==> config.mk <==
export PLATFORM = sky130hd
export DESIGN_NAME = armleocpu_ptw_flat
export DESIGN_NICKNAME = d
export VERILOG_FILES = /design/src/rtl/armleocpu_ptw_if.sv /design/src/rtl/armleocpu_ptw.sv /design/src/flat_wrapper.sv
export SDC_FILE = /design/constraint.sdc
export NUM_CORES = 1
export LEC_CHECK = 0
export ABC_AREA = 1
export BUFFER_PORTS_ARGS = -buffer_cell sky130_fd_sc_hd__buf_2
export CAP_MARGIN = 15
export CELL_PAD_IN_SITES_DETAIL_PLACEMENT = 0
export CELL_PAD_IN_SITES_GLOBAL_PLACEMENT = 1
export CORE_ASPECT_RATIO = 1.75
export CORE_MARGIN = 5
export CORE_UTILIZATION = 33
export DETAILED_ROUTE_END_ITERATION = 8
export GPL_TIMING_DRIVEN = 1
export PLACE_DENSITY = 0.84
export SLEW_MARGIN = 40
export SYNTH_ARGS = -nofsm -noshare
export SYNTH_HDL_FRONTEND = slang
export SYNTH_SLANG_ARGS = --single-unit
==> constraint.sdc <==
create_clock -name clk -period 1.8 [get_ports clk]
set_input_delay 0.18 -clock clk [delete_from_list [all_inputs] [get_ports clk]]
set_output_delay 0.18 -clock clk [all_outputs]
set_load 0.02 [all_outputs]
==> src/rtl/armleocpu_ptw_if.sv <==
// Resolve handshake plus single-beat PTE read port of the Sv32 page table walker.
// The walker connects through the slave modport; the cache/memory side uses master.
interface armleocpu_ptw_if;
  logic        resolve_request;
  logic [19:0] resolve_virtual_address;
  logic [21:0] satp_ppn;
  logic        resolve_ack;
  logic        resolve_done;
  logic        resolve_pagefault;
  logic        resolve_accessfault;
  logic [21:0] resolve_physical_address;
  logic [7:0]  resolve_metadata;
  logic        mem_read;
  logic [33:0] mem_address;
  logic        mem_done;
  logic        mem_error;
  logic [31:0] mem_read_data;

  modport slave (
    input  resolve_request, resolve_virtual_address, satp_ppn,
    output resolve_ack, resolve_done, resolve_pagefault, resolve_accessfault,
    output resolve_physical_address, resolve_metadata,
    output mem_read, mem_address,
    input  mem_done, mem_error, mem_read_data
  );

  modport master (
    output resolve_request, resolve_virtual_address, satp_ppn,
    input  resolve_ack, resolve_done, resolve_pagefault, resolve_accessfault,
    input  resolve_physical_address, resolve_metadata,
    input  mem_read, mem_address,
    output mem_done, mem_error, mem_read_data
  );
endinterface

==> src/rtl/armleocpu_ptw.sv <==
// Sv32 hardware page table walker: up to two PTE reads per request, returns leaf PPN
// and PTE[7:0]; reports structural pagefaults and memory access faults/timeouts.
module armleocpu_ptw #(
  parameter int unsigned TIMEOUT_CYCLES = 0
) (
  input  logic            clk,
  input  logic            rst,
  armleocpu_ptw_if.slave  bus
);

  typedef enum logic [1:0] {IDLE, READ, RESPOND} state_t;

  state_t      state_q, state_d;
  logic        level_q, level_d;
  logic [9:0]  vpn0_q, vpn0_d;
  logic [31:0] cnt_q, cnt_d;
  logic [33:0] mem_address_q, mem_address_d;
  logic        pagefault_q, pagefault_d;
  logic        accessfault_q, accessfault_d;
  logic [21:0] phys_q, phys_d;
  logic [7:0]  meta_q, meta_d;

  logic [31:0] pte;
  logic        pte_v, pte_r, pte_w, pte_x;

  assign pte   = bus.mem_read_data;
  assign pte_v = pte[0];
  assign pte_r = pte[1];
  assign pte_w = pte[2];
  assign pte_x = pte[3];

  always_comb begin
    state_d       = state_q;
    level_d       = level_q;
    vpn0_d        = vpn0_q;
    cnt_d         = cnt_q;
    mem_address_d = mem_address_q;
    pagefault_d   = pagefault_q;
    accessfault_d = accessfault_q;
    phys_d        = phys_q;
    meta_d        = meta_q;
    unique case (state_q)
      IDLE: begin
        if (bus.resolve_request) begin
          vpn0_d        = bus.resolve_virtual_address[9:0];
          level_d       = 1'b1;
          cnt_d         = '0;
          mem_address_d = {bus.satp_ppn, 12'b0}
                        + {22'b0, bus.resolve_virtual_address[19:10], 2'b0};
          pagefault_d   = 1'b0;
          accessfault_d = 1'b0;
          phys_d        = '0;
          meta_d        = '0;
          state_d       = READ;
        end
      end
      READ: begin
        if (bus.mem_done) begin
          if (bus.mem_error) begin
            accessfault_d = 1'b1;
            phys_d        = '0;
            meta_d        = '0;
            state_d       = RESPOND;
          end else begin
            meta_d = pte[7:0];
            if (!pte_v || (!pte_r && pte_w)) begin
              pagefault_d = 1'b1;
              phys_d      = '0;
              state_d     = RESPOND;
            end else if (pte_r || pte_x) begin
              state_d = RESPOND;
              if (level_q && (pte[19:10] != 10'b0)) begin
                pagefault_d = 1'b1;
                phys_d      = '0;
              end else if (level_q) begin
                phys_d = {pte[31:20], vpn0_q};
              end else begin
                phys_d = pte[31:10];
              end
            end else if (level_q) begin
              // Pointer: keep mem_read high and present the L0 address next cycle
              mem_address_d = {pte[31:10], 12'b0} + {22'b0, vpn0_q, 2'b0};
              level_d       = 1'b0;
              cnt_d         = '0;
            end else begin
              pagefault_d = 1'b1;
              phys_d      = '0;
              state_d     = RESPOND;
            end
          end
        end else if ((TIMEOUT_CYCLES != 0) && (cnt_q == 32'(TIMEOUT_CYCLES - 1))) begin
          accessfault_d = 1'b1;
          phys_d        = '0;
          meta_d        = '0;
          state_d       = RESPOND;
        end else begin
          cnt_d = cnt_q + 32'd1;
        end
      end
      RESPOND: state_d = IDLE;
      default: state_d = IDLE;
    endcase
  end

  always_ff @(posedge clk) begin
    if (rst) begin
      state_q       <= IDLE;
      level_q       <= 1'b0;
      vpn0_q        <= '0;
      cnt_q         <= '0;
      mem_address_q <= '0;
      pagefault_q   <= 1'b0;
      accessfault_q <= 1'b0;
      phys_q        <= '0;
      meta_q        <= '0;
    end else begin
      state_q       <= state_d;
      level_q       <= level_d;
      vpn0_q        <= vpn0_d;
      cnt_q         <= cnt_d;
      mem_address_q <= mem_address_d;
      pagefault_q   <= pagefault_d;
      accessfault_q <= accessfault_d;
      phys_q        <= phys_d;
      meta_q        <= meta_d;
    end
  end

  always_comb begin
    bus.resolve_ack              = (state_q == IDLE) && bus.resolve_request;
    bus.resolve_done             = (state_q == RESPOND);
    bus.resolve_pagefault        = pagefault_q;
    bus.resolve_accessfault      = accessfault_q;
    bus.resolve_physical_address = phys_q;
    bus.resolve_metadata         = meta_q;
    bus.mem_read                 = (state_q == READ);
    bus.mem_address              = mem_address_q;
  end

endmodule
==> src/flat_wrapper.sv <==
// flat-port wrapper written by rule: the top's interface ports become plain ports
module armleocpu_ptw_flat 
#(
  parameter int unsigned TIMEOUT_CYCLES = 0
)
  (clk, rst, bus_resolve_request, bus_resolve_virtual_address, bus_satp_ppn, bus_resolve_ack, bus_resolve_done, bus_resolve_pagefault, bus_resolve_accessfault, bus_resolve_physical_address, bus_resolve_metadata, bus_mem_read, bus_mem_address, bus_mem_done, bus_mem_error, bus_mem_read_data);
  armleocpu_ptw_if bus_i ();
  input  logic clk;
  input  logic rst;
  input wire logic [$bits(bus_i.resolve_request)-1:0] bus_resolve_request;
  input wire logic [$bits(bus_i.resolve_virtual_address)-1:0] bus_resolve_virtual_address;
  input wire logic [$bits(bus_i.satp_ppn)-1:0] bus_satp_ppn;
  output wire logic [$bits(bus_i.resolve_ack)-1:0] bus_resolve_ack;
  output wire logic [$bits(bus_i.resolve_done)-1:0] bus_resolve_done;
  output wire logic [$bits(bus_i.resolve_pagefault)-1:0] bus_resolve_pagefault;
  output wire logic [$bits(bus_i.resolve_accessfault)-1:0] bus_resolve_accessfault;
  output wire logic [$bits(bus_i.resolve_physical_address)-1:0] bus_resolve_physical_address;
  output wire logic [$bits(bus_i.resolve_metadata)-1:0] bus_resolve_metadata;
  output wire logic [$bits(bus_i.mem_read)-1:0] bus_mem_read;
  output wire logic [$bits(bus_i.mem_address)-1:0] bus_mem_address;
  input wire logic [$bits(bus_i.mem_done)-1:0] bus_mem_done;
  input wire logic [$bits(bus_i.mem_error)-1:0] bus_mem_error;
  input wire logic [$bits(bus_i.mem_read_data)-1:0] bus_mem_read_data;
  assign bus_i.resolve_request = bus_resolve_request;
  assign bus_i.resolve_virtual_address = bus_resolve_virtual_address;
  assign bus_i.satp_ppn = bus_satp_ppn;
  assign bus_resolve_ack = bus_i.resolve_ack;
  assign bus_resolve_done = bus_i.resolve_done;
  assign bus_resolve_pagefault = bus_i.resolve_pagefault;
  assign bus_resolve_accessfault = bus_i.resolve_accessfault;
  assign bus_resolve_physical_address = bus_i.resolve_physical_address;
  assign bus_resolve_metadata = bus_i.resolve_metadata;
  assign bus_mem_read = bus_i.mem_read;
  assign bus_mem_address = bus_i.mem_address;
  assign bus_i.mem_done = bus_mem_done;
  assign bus_i.mem_error = bus_mem_error;
  assign bus_i.mem_read_data = bus_mem_read_data;
  armleocpu_ptw #(.TIMEOUT_CYCLES(TIMEOUT_CYCLES)) u_core (.clk(clk), .rst(rst), .bus(bus_i));
endmodule
Word-level counts from Yosys, hierarchy flattened
Cells that the tools add are included. W data, S select, Z words.

Bits of input ports: 79. Logic and storage cells: 84. Register bits after elaboration: 79. Output and inout port bits: 69.

Reductions and logical operators: 18. Add/subtract/negate cells: 2. Equality and inequality tests: 12. Mux-type cells: 44.

Operators with widths (number): $mux W34 (6); $mux W22 (7); $add A34 B12 Y34 (2); $pmux W34 S2 (1); $pmux W22 S2 (1); $mux W8 (3); $pmux W8 S2 (1); $mux W1 (14); $mux W2 (6); $reduce_and A6 Y1 (2); $mux W10 (1); $reduce_bool A10 Y1 (1); $ne A2 B2 Y1 const B (4); $reduce_and A4 Y1 (2); $reduce_and A7 Y1 (1); $ne A2 B1 Y1 const B (3); $pmux W1 S2 (3); $reduce_and A3 Y1 (2); $ne A5 B5 Y1 const B (1); $ne A4 B3 Y1 const B (1); $ne A4 B4 Y1 const B (1); $pmux W2 S2 (1); $logic_and A1 B1 Y1 (3); $eq A2 B1 Y1 const B (1); other kinds (6) (8).

Logic depth before layout (Yosys ltp)
Gate-level depths: netlist (run 1).

Word-level depth: 8. Gate-level depth with buffers: 10. Depth with buffers taken out: 9.

Worst setup path before layout (run 1)
Ideal clock, no wire load.

Kind: register -> register. Start point: reg u_core.state_q[1]. End point: reg u_core.mem_address_q[22], in the netlist u_core.bus.mem_address[22]. Library setup time: 0.113 ns. Buffers on the path: 1. Slack: 0.382 ns. Clock period less this slack: 1.418 ns. Required time: 1.687 ns. Data arrival time: 1.305 ns. Stages on the path, launching flop included: 11. Cell sequence: dfxtp_1 > inv_2 > nand2_4 > nor2_2 > nand2_1 > nand2_1 > a31oi_4 > buf_6 > nand2_1 > nand2_1 > nor2_1.

Word-level cells in the longest chain between the ends: 3. Elaborated cells on any way between the ends: 11. Classes of those cells: eq/ne: 7; mux: 1; reduce/logical: 3.

RTL lines: from (decl) (line armleocpu_ptw.sv:13) `state_t state_q, state_d;`; from (signal assigned) (line armleocpu_ptw.sv:117) `state_q <= state_d;`; $eq A2 B1 Y1 or $logic_not A2 Y1 (tied branches) (line armleocpu_ptw.sv:42) `unique case (state_q)`; $ne A2 B1 Y1 (no line), or another cell as far along; $reduce_and A7 Y1 (no line); to (signal assigned) (line armleocpu_ptw.sv:121) `mem_address_q <= mem_address_d;`; to (decl) (line armleocpu_ptw.sv:17) `logic [33:0] mem_address_q, mem_address_d;`.

Parallel ways exist; a longest one is shown, timed or not. A chain may end at the register's enable or synchronous reset.

Worst setup path in the final report (run 1)
Start point: reg u_core.state_q[0]. End point: out bus_resolve_ack.

Word-level cells in the longest chain between the ends: 2.

RTL lines: $logic_not A2 Y1 (line armleocpu_ptw.sv:130) `bus.resolve_ack = (state_q == IDLE) && bus.resolve_request;`; $logic_and A1 B1 Y1 (line armleocpu_ptw.sv:130); to (decl) (line flat_wrapper.sv:13) `output wire logic [$bits(bus_i.resolve_ack)-1:0] bus_resolve_ack;`.

No other way between the ends.

==> impl_metrics.json, run 1 <==
{
  "grt_pass1_wl_um": 18600,
  "initial_core_util": 0.337,
  "period_share": 0.922,
  "path_class": "reg -> out",
  "ys_warn_count": 0,
  "routed-via-count": 3848,
  "postCtsSetupBuffers": 0,
  "hpwl_um": 8760,
  "drt-initial-drc-count": 134,
  "async_flop_share": 0,
  "ys.flop_type": "dfxtp_1",
  "fin_cells": 857,
  "cts.sinks": 77,
  "avgSynthCellArea_um2": 6.41,
  "fin_ws_ps": 140,
  "routed_via_density": 4.49,
  "critical_path.startpoint_type": "flop",
  "nNetsFinal": 799,
  "multi_input_area_mm2": 0.00177,
  "synth_top_area_share": 0.412,
  "synth_edf_count": 0,
  "antenna_found_initial": 0,
  "clkTransAtPathRegs_ps": 60,
  "synth_area_leader_cell": "dfxtp_1",
  "final_area_mm2": 0.00489,
  "grt_setup_unrepaired": "false",
  "cts_buffers": 9,
  "clk_latency_ps": 330,
  "cts_tree": "built",
  "ff_latch_area_mm2": 0.00154,
  "drc": 0,
  "ctsResizeCount": 0,
  "die_h_um": 151,
  "yosysMostFrequentCell": "nand2_1",
  "yosysSeqAreaShare": 0.412,
  "root_buffer": "clkbuf_16",
  "hp-start": "bus_resolve_virtual_address[7]",
  "worstHoldPathType": "in -> reg",
  "gr-total-overflow": 0,
  "diodes": 0,
  "synth_cell_types": 24,
  "wl_um": 11500,
  "finalHoldViolations": 0,
  "placed_area_mm2": 0.00457,
  "final_util": 0.440,
  "grt_start_max_net_pins": 65,
  "syn-instance-count": 584,
  "htreeDepth": 3,
  "syn_area_mm2": 0.00374,
  "cp.arrival_ps": 1480,
  "clock.fmax_mhz": 602,
  "status": "complete, no violations",
  "syn_to_final_growth_pct": 30.5,
  "track_usage": 0.169,
  "ys_top_cells_by_area": "dfxtp_1 (41%), nand2_1 (18%), nor2_1 (12%)",
  "core_mm2": 0.0111,
  "pwr_density_cell_mw_per_mm2": 1000,
  "gp_congestion": 0.879,
  "setup.worst_path.start": "u_core.state_q[0]$_SDFFE_PP0P_",
  "end_kind": "output pin",
  "final_max_slew_viol_count": 0,
  "synth_seq_cells": 77,
  "die-area_mm2": 0.0137,
  "p_total_mw": 4.91,
  "setup_tns_ps": 0,
  "die_x_um": 90.5,
  "final_layout_size_suffix_gt1_frac": 0.252,
  "pin_count": 148,
  "required_ps": 1620,
  "synthTopCellsByCount": "nand2_1 (175), nor2_1 (121), dfxtp_1 (77)",
  "wire_per_inst_um": 13.4,
  "rr_startpoint": "u_core.state_q[1]$_SDFFE_PP0P_",
  "nFillCells": 1242,
  "port_buffers": 143,
  "dr.pass1.iters": 5,
  "max-clock-path-buffers": 2,
  "leakage_nw": 2.61,
  "cap_violations": 0,
  "num_rows": 51,
  "min_period_ps": 1660,
  "numPlacedInstances": 841,
  "pre_cts_ws_ps": 161,
  "irDropWorstVdd_uv": 484,
  "worstPathMaxFanout": 12,
  "holdWs_ps": 99.3,
  "grt_pass1_vias": 3766,
  "postCtsHoldBufs": 0,
  "fin_worst_skew_ps": 7.47,
  "ant_nets": 0,
  "setup_viol": 0
}
-- cell families after synthesis --
family,after synthesis,synth area share
buf+inv,98,0.118
simple gates,337,0.359
flops,77,0.412
compound gates,63,0.0899
other cells,1,0.00100
mux,8,0.0214
-- layer usage --
metal	vias up	track usage	routed length (um)
li1	2046	-	-
met1	1681	0.190	4630
met2	100	0.304	5970
met3	21	0.0398	598
met4	0	0.0708	285
met5	-	0	0
-- cell type report --
class / instances / share of cell area
Clock buffer: 13 / 0.0553
Multi-Input combinational cell: 410 / 0.362
Tap cell: 132 / 0.0338
Timing Repair Buffer: 159 / 0.176
Inverter: 63 / 0.0484
Sequential cell: 77 / 0.316
Clock inverter: 3 / 0.00870
-- sequential cells by signal, summed over array words and instances, names as in the netlist --
signal                               cells
u_core.bus.resolve_accessfault           1
u_core.vpn0_q                           10
u_core.bus.resolve_physical_address     22
u_core.state_q                           2
u_core.bus.mem_address                  32
u_core.bus.resolve_pagefault             1
u_core.bus.resolve_metadata              8
u_core.level_q                           1
-- worst paths after layout --
check	slack, ps	end	cells past startpoint
hold reg to reg	460	u_core.bus.resolve_physical_address[11]$_SDFFE_PP0P_	2
setup reg to reg	190	u_core.bus.mem_address[15]$_SDFFE_PP0P_	10
setup / recovery	140	bus_resolve_ack	5
hold / removal	100	u_core.vpn0_q[7]$_SDFFE_PP0P_	3
-- layout by cell type, fill, tap and decap left out, drive strengths merged --
master / instances
clkbuf: 13
bufinv: 1
o21a: 1
a21oi: 35
o21ai: 25
nor2: 123
clkinvlp: 1
inv: 62
a31oi: 1
dfxtp: 77
buf: 159
clkinv: 2
nand2: 176
mux2i: 8
conb: 2
nand3: 37
o211ai: 1
nor3: 1
-- power breakdown --
| group | switching (mW) | leakage (nW) | internal, mW |
|---|---|---|---|
| Clock | 0.690 | 0.152 | 1.19 |
| Sequential | 0.0768 | 0.631 | 1.83 |
| Combinational | 0.727 | 1.83 | 0.398 |
-- worst max-delay path, stage by stage, from the launching register on --
cell and delay (ps):
dfxtp_2 350, nor2_2 150, nand2_1 130, inv_1 130
buf_4 200, buf_2 190
No activity file was read; power rests on OpenSTA's default activity.
==> run 2: changes to the inputs <==
- CTS_BUF_LIST: unset -> sky130_fd_sc_hd__clkbuf_4 sky130_fd_sc_hd__clkbuf_8 sky130_fd_sc_hd__clkbuf_16
==> run 2 against run 1 <==
Clock skew about the same. Routed wire length decreased by 0.19%. Non-clock buffer count unchanged. Cell area about the same. Sequential share of layout area about the same. Cell count unchanged. Utilization about the same. Critical path type unchanged. Largest cell class unchanged.
==> impl_metrics.json, run 2 (synthesis results as in run 1) <==
{
  "status": "complete, no violations",
  "core_mm2": 0.0111,
  "grt_pass1_wl_um": 18600,
  "syn_to_final_growth_pct": 30.6,
  "reg2regPathDepth": 10,
  "dr.pass1.iters": 4,
  "leakage_nw": 2.61,
  "initial_core_util": 0.337,
  "slowest_delay_ps": 350,
  "fin_worst_skew_ps": 7.47,
  "ctsResizeCount": 0,
  "gp_congestion": 0.879,
  "hp-start": "bus_resolve_virtual_address[7]",
  "final_layout_size_suffix_gt1_frac": 0.254,
  "finalHoldViolations": 0,
  "placed_area_mm2": 0.00457,
  "grt_start_max_net_pins": 65,
  "setup_viol": 0,
  "setup_tns_ps": 0,
  "num_rows": 51,
  "worstPathMaxFanout": 12,
  "p_total_mw": 4.92,
  "die-area_mm2": 0.0137,
  "nFillCells": 1242,
  "clk_latency_ps": 330,
  "path_class": "reg -> out",
  "drt-initial-drc-count": 130,
  "track_usage": 0.169,
  "pin_count": 148,
  "final_common_cell": "nand2_1",
  "largest_reg_flops": 32,
  "port_buffers": 143,
  "rrSetupSlack_ps": 190,
  "hpwl_um": 8760,
  "grt_pass1_vias": 3766,
  "diodes": 0,
  "nNetsFinal": 799,
  "critical_path.startpoint_type": "flop",
  "worstHoldPathType": "in -> reg",
  "end_kind": "output pin",
  "htreeDepth": 3,
  "min_period_ps": 1660,
  "final_max_slew_viol_count": 0,
  "wl_um": 11500,
  "rr_startpoint": "u_core.state_q[1]$_SDFFE_PP0P_",
  "ant_nets": 0,
  "drc": 0,
  "required_ps": 1620,
  "max-clock-path-buffers": 2,
  "hold_depth": 3,
  "wire_per_inst_um": 13.4,
  "cts.sinks": 77,
  "gr-total-overflow": 0,
  "cp.buffers_inverters": 3,
  "path_cells": "nor2_2 > nand2_1 > inv_1 > buf_4 > buf_2",
  "die_h_um": 151,
  "postCtsHoldBufs": 0,
  "worst_path_max_delay_cell": "dfxtp_2",
  "pwr_density_cell_mw_per_mm2": 1010,
  "period_share": 0.922,
  "clkTransAtPathRegs_ps": 60,
  "cap_violations": 0,
  "worstHoldEndpoint": "u_core.vpn0_q[7]$_SDFFE_PP0P_",
  "routed-via-count": 3854,
  "regToRegEndpoint": "u_core.bus.mem_address[15]$_SDFFE_PP0P_",
  "grt_setup_unrepaired": "false",
  "cts_buffers": 9,
  "antenna_found_initial": 0,
  "final_cell_mix": "nand2_1 (175), buf_2 (143), nor2_1 (120)",
  "die_x_um": 90.5,
  "irDropWorstVdd_uv": 484,
  "clock.fmax_mhz": 603,
  "root_buffer": "clkbuf_16",
  "cp.arrival_ps": 1480,
  "cts_tree": "built",
  "cp_top_family": "buffers and inverters",
  "routed_via_density": 4.50,
  "final_area_mm2": 0.00489,
  "postCtsSetupBuffers": 0
}
==> run 2: cell counts in the layout (fill, tap and decap cells not counted) <==
No cell type changed its count.
==> run 2: metal layers <==
metal	GRT usage	share of wire	wire length, um	vias to the layer above
li1	-	-	-	2046
met1	0.190	0.40	4610	1685
met2	0.304	0.52	5970	102
met3	0.0398	0.052	595	21
met4	0.0708	0.025	285	0
met5	0	0	0	-
==> run 2: final cells by class <==
type	instances	area, um^2	area share
flip-flops and latches	77	1540	0.315
inverters	63	236	0.0484
clock buffers	13	274	0.0560
multi-input cells	410	1770	0.362
repair buffers	159	861	0.176
clock inverters	3	42.5	0.00870
well taps	132	165	0.0338
==> run 2: worst max path at each step <==
| stage | endpoint | slack [ps] | from | depth (start not counted) |
|---|---|---|---|---|
| 6_report | bus_resolve_ack | 140 | u_core.state_q[0]$_SDFFE_PP0P_ | 5 |
| 5_1_grt | bus_resolve_ack | 10 | u_core.state_q[0]$_SDFFE_PP0P_ | 5 |
| 4_1_cts | bus_resolve_ack | 30 | u_core.state_q[0]$_SDFFE_PP0P_ | 5 |
| 3_5_place_dp | u_core.bus.resolve_physical_address[15]$_SDFFE_PP0P_ | 160 | u_core.state_q[0]$_SDFFE_PP0P_ | 9 |
| 3_3_place_gp | u_core.bus.mem_address[33]$_SDFFE_PP0P_ | 270 | u_core.state_q[1]$_SDFFE_PP0P_ | 6 |
| 2_1_floorplan | u_core.bus.mem_address[22]$_SDFFE_PP0P_ | 380 | u_core.state_q[1]$_SDFFE_PP0P_ | 10 |
==> run 2: worst min-delay path, cell delays in order <==
cell and delay (ps):
buf_2 80, o21ai_0 70, nor2_1 70
==> run 2: metrics by stage <==
stage	utilization	std cells	hold WS [ps]	setup slack (ps)
final	0.441	857	99.4	141
after global routing	0.441	857	114	13.8
after CTS	0.440	857	91.2	33.8
after detailed placement	0.412	841	441	161
after global placement	0.412	841	432	268
after floorplan	-	585	258	382
==> run 2: power by group <==
group / total, mW / leakage (nW) / internal (mW) / switching, mW
Combinational: 1.12 / 1.83 / 0.398 / 0.726
Clock: 1.89 / 0.155 / 1.20 / 0.688
Sequential: 1.91 / 0.631 / 1.83 / 0.0763
